File: src/rtl/pipe_stage_skid_reg.sv
// Valid/ready pipeline stage register with an optional skid entry. Control is forced to
// CTRL_RESET whenever no live instruction is held; the payload is only ever overwritten.
module pipe_stage_skid_reg #(
  parameter int unsigned          DATA_W     = 32,
  parameter int unsigned          CTRL_W     = 8,
  parameter logic [CTRL_W-1:0]    CTRL_RESET = '0,
  parameter int unsigned          SKID_EN    = 1
) (
  input  logic              CLK,
  input  logic              RESET,
  input  logic              FLUSH,
  input  logic              IN_VALID,
  output logic              IN_READY,
  input  logic [CTRL_W-1:0] IN_CTRL,
  input  logic [DATA_W-1:0] IN_DATA,
  output logic              OUT_VALID,
  input  logic              OUT_READY,
  output logic [CTRL_W-1:0] OUT_CTRL,
  output logic [DATA_W-1:0] OUT_DATA,
  output logic [1:0]        OCCUPANCY
);

  typedef enum logic [1:0] {StEmpty, StFull, StSkid} state_e;

  state_e              state_q;
  logic [CTRL_W-1:0]   main_ctrl_q, skid_ctrl_q;
  logic [DATA_W-1:0]   main_data_q, skid_data_q;
  logic                out_valid_q;
  logic                in_ready_q;
  logic [1:0]          occ_q;

  logic accept, drain;

  // With the skid entry, IN_READY is a flop so OUT_READY never reaches upstream combinationally.
  assign IN_READY  = (SKID_EN != 0) ? in_ready_q : (!out_valid_q || OUT_READY);
  assign accept    = IN_VALID && IN_READY;
  assign drain     = out_valid_q && OUT_READY;

  assign OUT_VALID = out_valid_q;
  assign OUT_CTRL  = main_ctrl_q;
  assign OUT_DATA  = main_data_q;
  assign OCCUPANCY = occ_q;

  always_ff @(posedge CLK) begin
    if (RESET) begin
      state_q     <= StEmpty;
      main_ctrl_q <= CTRL_RESET;
      main_data_q <= '0;
      skid_ctrl_q <= CTRL_RESET;
      skid_data_q <= '0;
      out_valid_q <= 1'b0;
      in_ready_q  <= 1'b1;
      occ_q       <= 2'd0;
    end else if (FLUSH) begin
      // Payload is left alone; only validity and control are killed.
      state_q     <= StEmpty;
      main_ctrl_q <= CTRL_RESET;
      skid_ctrl_q <= CTRL_RESET;
      out_valid_q <= 1'b0;
      in_ready_q  <= 1'b1;
      occ_q       <= 2'd0;
    end else begin
      unique case (state_q)
        StEmpty: begin
          if (accept) begin
            main_ctrl_q <= IN_CTRL;
            main_data_q <= IN_DATA;
            out_valid_q <= 1'b1;
            occ_q       <= 2'd1;
            state_q     <= StFull;
          end
        end
        StFull: begin
          if (drain && accept) begin
            main_ctrl_q <= IN_CTRL;
            main_data_q <= IN_DATA;
          end else if (drain) begin
            main_ctrl_q <= CTRL_RESET;
            out_valid_q <= 1'b0;
            occ_q       <= 2'd0;
            state_q     <= StEmpty;
          end else if (accept && (SKID_EN != 0)) begin
            skid_ctrl_q <= IN_CTRL;
            skid_data_q <= IN_DATA;
            in_ready_q  <= 1'b0;
            occ_q       <= 2'd2;
            state_q     <= StSkid;
          end
        end
        StSkid: begin
          if (drain) begin
            main_ctrl_q <= skid_ctrl_q;
            main_data_q <= skid_data_q;
            skid_ctrl_q <= CTRL_RESET;
            in_ready_q  <= 1'b1;
            occ_q       <= 2'd1;
            state_q     <= StFull;
          end
        end
        default: begin
          main_ctrl_q <= CTRL_RESET;
          out_valid_q <= 1'b0;
          in_ready_q  <= 1'b1;
          occ_q       <= 2'd0;
          state_q     <= StEmpty;
        end
      endcase
    end
  end

endmodule
File: config.mk
export PLATFORM = sky130hd
export DESIGN_NAME = pipe_stage_skid_reg
export DESIGN_NICKNAME = d
export VERILOG_FILES = /design/src/rtl/pipe_stage_skid_reg.sv
export SDC_FILE = /design/constraint.sdc
export NUM_CORES = 1
export LEC_CHECK = 0
export ABC_CLOCK_PERIOD_IN_PS = 2500
export CAP_MARGIN = 20
export CORE_ASPECT_RATIO = 1.4
export CORE_MARGIN = 3
export CORE_UTILIZATION = 36
export DETAILED_ROUTE_END_ITERATION = 10
export GPL_ROUTABILITY_DRIVEN = 0
export PLACE_DENSITY_LB_ADDON = 0.2
export RECOVER_POWER = 50
export SKIP_CTS_REPAIR_TIMING = 1
export SLEW_MARGIN = 25
export SYNTH_ARGS = -nofsm -noshare
export SYNTH_HDL_FRONTEND = slang
export SYNTH_SLANG_ARGS = --single-unit
File: constraint.sdc
create_clock -name CLK -period 2.5 [get_ports CLK]
set_input_delay 0.75 -clock CLK [delete_from_list [all_inputs] [get_ports CLK]]
set_output_delay 0.75 -clock CLK [all_outputs]
set_load 0.02 [all_outputs]
== Word level (Yosys, flattened, before mapping) ==
Index checks and enable logic that the tools add are counted.

* Register bits: 84
* Input port bits: 45
* Logic and storage cells: 64

* Equal/unequal tests: 11
* Mux-type cells: 27
* Bitwise logic cells: 5
* Reduce and logical (&&, ||, !) cells: 14

{| class="wikitable"
|+ Operators by type and width
! operator !! count
|-
| $mux 32 || 3
|-
| $pmux 32 s3 || 1
|-
| $mux 8 || 6
|-
| $pmux 8 s3 || 1
|-
| $reduce_and 5->1 || 4
|-
| $pmux 8 s2 || 1
|-
| $ne 2x2->1 const B || 7
|-
| $mux 2 || 5
|-
| $reduce_and 4->1 || 2
|-
| $mux 1 || 7
|-
| $ne 3x3->1 const B || 2
|-
| $pmux 1 s3 || 2
|-
| $pmux 2 s3 || 1
|-
| $not 1->1 || 5
|-
| $logic_and 1x1->1 || 3
|-
| $reduce_and 3->1 || 1
|-
| $reduce_bool 3->1 || 1
|-
| $eq 2x1->1 const B || 1
|-
| $eq 2x2->1 const B || 1
|-
| $logic_not 2->1 || 1
|-
| $reduce_bool 2->1 || 1
|-
| $reduce_or 2->1 || 1
|}

== Longest topological paths before layout ==
* Depth after elaboration: 5
* Depth in mapped cells: 6
* Mapped depth without buffers: 4

== Worst setup path before layout ==
No wires, ideal clock.

* Path kind: input -> register
* Start point: in OUT_READY
* End point: reg main_data_q[10], in the netlist OUT_DATA[10]
* Library setup time: 0.146 ns
* Arrival: 1.612 ns
* Data required time: 2.354 ns
* Path slack: 0.742 ns
* Stages on the path: 6
* Buffers on the path: 2
* Path through: and3b_1 -> a32o_1 -> buf_6 -> buf_4 -> nor2_1 -> a211oi_2

* Word-level cells in the longest chain between the ends: 4
* Elaborated cells on any way between the ends: 5
* Classes of those cells: eq/ne (2); reduce/logical (3)

{| class="wikitable"
|+ RTL lines
! what !! line !! RTL
|-
| from (decl) || 17 || <nowiki>input logic OUT_READY,</nowiki>
|-
| $logic_and 1x1->1 * || 37 || <nowiki>assign drain = out_valid_q && OUT_READY;</nowiki>
|-
| $logic_and 1x1->1 || 74 || <nowiki>if (drain && accept) begin</nowiki>
|-
| $ne 2x2->1 (no source line) || -- ||
|-
| $reduce_and 5->1 (no source line) * || -- ||
|-
| to (signal assigned) || 93 || <nowiki>main_data_q <= skid_data_q;</nowiki>
|-
| to (decl) || 27 || <nowiki>logic [DATA_W-1:0] main_data_q, skid_data_q;</nowiki>
|}

Every way passes the cells marked *; elsewhere a longest branch is shown, timed or not.
A chain may end at the register's enable or synchronous reset.

== Final worst setup path ==
* Start point: reg occ_q[0], in the netlist OCCUPANCY[0]
* End point: out OCCUPANCY[0]

{| class="wikitable"
|+ RTL lines
! what !! line !! RTL
|-
| from (decl) || 30 || <nowiki>logic [1:0] occ_q;</nowiki>
|-
| from (signal assigned) || 53 || <nowiki>occ_q <= 2'd0;</nowiki>
|-
| from (signal assigned) || 61 || <nowiki>occ_q <= 2'd0;</nowiki>
|-
| from (signal assigned) || 69 || <nowiki>occ_q <= 2'd1;</nowiki>
|-
| to (decl) || 20 || <nowiki>output logic [1:0] OCCUPANCY</nowiki>
|}

No word-level cell between the ends.

==> results by group <==
Routing
  • Vias: 3001
  • DR vias/cell: 4.95
  • DRC: 0
  • Top Metal Used: met4
  • Post-route ant nets: 0
  • Initial drt markers: 121
  • Met3 WL: 462 um
  • DR WL met2: 4.16 mm
  • Metal-1 WL: 3.85 mm
  • DRT Pass-1 Iters: 5
  • Routed length per instance: 14.2 um
  • Post-Route WL: 8.63 mm

Place
  • Dpl cells: 591
  • DP Worst Slack: 0.0851 ns
  • Dpl hpwl: 5.64 mm
  • Port bufs: 88

Timing
  • Hold Vio Cnt, Final: 0
  • Period utilisation layout: 0.876
  • Tmin final: 2.19 ns
  • Slew Limit Fails: 0
  • # setup viols final: 0
  • Min Hold Slack: 0.453 ns
  • Slew @ Worst Pin: 0.879 ns
  • Final WS setup: 0.309 ns
  • Achievable Freq: 0.456 GHz
  • Slew HR: 0.414
  • RSZ-0062 raised after global routing: false
  • Clock Skew: 0.00330 ns
  • Total negative slack: 0 ns

Clocking
  • Num CTS Buffers: 9
  • Clock latency on the worst-skew pair: 0.33 ns
  • CTS H-tree depth: 3
  • Longest Clk Path Bufs: 2
  • Reg clk slew, reported paths: 0.06 ns
  • CTS tree: built
  • Clock Tree Root: clkbuf_16
  • Clock Sinks: 84

Yosys
  • Post-Syn Area: 0.00360 sq mm
  • Synthesized instance count: 391
  • Post-Syn Nets: 436
  • Synth area leaders: dfxtp_1 47%, a211oi_2 11%, mux2i_1 9.2%
  • Yosys top cell area share: 0.467
  • Yosys cell types: 32
  • Asr flop ratio synth: 0
  • Ys flop type: dfxtp_1
  • Top cell type by total area after synthesis: dfxtp_1
  • Number of synthesized register bits: 84
  • Syn_area_per_cell: 9.22 sq um
  • Post-synthesis sequential area ratio: 0.467
  • Warning count from the yosys run: 0
  • Post-synth EDFFs: 0

Global route
  • Initial antenna violation count: 0
  • Total track usage: 0.156
  • Vias in the first global route: 2844
  • Largest net degree at the start of global routing: 65
  • Total congestion overflow: 0
  • First-pass GRT wire length: 14.3 mm

Power
  • Final Total Pwr: 3110 uW
  • Lkg Pwr: 0.00187 uW
  • Power Density: 638 mW/mm^2
  • Worst vdd ir: 0.000321 V

Die
  • Initial Util: 0.375
  • Die X: 90.6 um
  • Die Footprint: 0.0113 sq mm
  • Row cnt: 42
  • Area of the core: 0.00962 sq mm
  • Die height: 124 um
  • Number of I/O pins: 89

Finish
  • Commonest cells after routing, fill and taps aside: 84 x dfxtp_1, 77 x nand2_1, 74 x clkdlybuf4s50_1
  • Fin cells: 606
  • Most common cell after layout, fill and taps aside: dfxtp_1
  • Area grow syn2layout: 35.5%
  • Final nets: 515
  • N_diodes: 0
  • Fill cell count: 909
  • Layout cells sized above 1: 0.133

Setup path
  • Critical path class: reg2out
  • Buf/Inv on CP: 1
  • Worst-path maximum fanout: 9
  • Max incr delay on CP: 0.65 ns
  • Critical Path Start Type: flop
  • Crit. End Element: output port
  • CP Data Required Time: 1.75 ns
  • Worst Path Arrival: 1.44 ns
  • Kind of cell adding the most delay to the critical path: buffers and inverters
  • Slowest cell on crit path: clkdlybuf4s50_1
  • CP Cell Sequence: clkdlybuf4s50_1

Run
  • Max-cap violations: 0

Worst hold path
  • Worst hold path type: reg2reg

Outcome
  • Status: complete, no violations
## where the power goes
group | switching (uW) | internal, uW | leakage, uW
combinational | 242 | 230 | 0.00105
sequential | 30.5 | 1390 | 0.000684
clock | 498 | 718 | 0.000135
## flip-flops by register name (all words and copies together), names as in the netlist
name	flops
OUT_VALID	1
skid_data_q	32
OCCUPANCY	2
skid_ctrl_q	8
OUT_CTRL	8
IN_READY	1
OUT_DATA	32
## per-layer routing
metal  track usage  vias to the layer above
li1              -                     1536
met1         0.191                     1380
met2         0.256                       75
met3        0.0417                       10
met4        0.0658                        0
met5             0                        -
## per-stage QoR
step                      utilization  cell area, sq um
after detailed placement        0.480              4620
after floorplan                     -              3600
after global routing            0.508              4880
after CTS                       0.508              4890
after global placement          0.480              4620
final                           0.508              4880
## worst register-to-register path, cell delays in order (launching register included)
cell,delay [ns]
dfxtp_1,0.45
nand2b_2,0.33
buf_4,0.54
mux2i_1,0.33
a211oi_2,0.09
## cell families after synthesis
kind of cell    count (synthesis)  share of synthesized area
mux                            33                     0.0917
compound gates                100                      0.224
simple gates                  141                      0.166
buf+inv                        33                     0.0510
flops                          84                      0.467
## cell usage after synthesis, drive strengths merged (2+ instances only)
master	count
and2	2
clkbuf	12
a32oi	8
buf	20
a211oi	32
nor2	35
nor3	2
nand3	17
dfxtp	84
and3b	2
or2	2
a21oi	45
nand2	77
o22ai	9
mux2i	33
## final cells by class
class / instances / area (sq um) / share of cell area
Clock buffer: 13 / 260 / 0.0533
Clock inverter: 2 / 10.0 / 0.00205
Sequential cell: 84 / 1680 / 0.345
Timing Repair Buffer: 100 / 1010 / 0.207
Inverter: 1 / 3.75 / 0.000769
Tap cell: 132 / 165 / 0.0338
Multi-Input combinational cell: 274 / 1750 / 0.358
## worst paths after layout
check | startpoint | depth (start not counted) | endpoint | slack, ns
max | OCCUPANCY[0] | 1 | OCCUPANCY[0] | 0.31
min reg2reg | OUT_CTRL[3] | 2 | OUT_CTRL[3] | 0.45
min | OUT_CTRL[3] | 2 | OUT_CTRL[3] | 0.45
max reg2reg | OCCUPANCY[0] | 4 | OUT_DATA[7] | 0.60
Note: power is estimated with default switching activity, not from simulation.
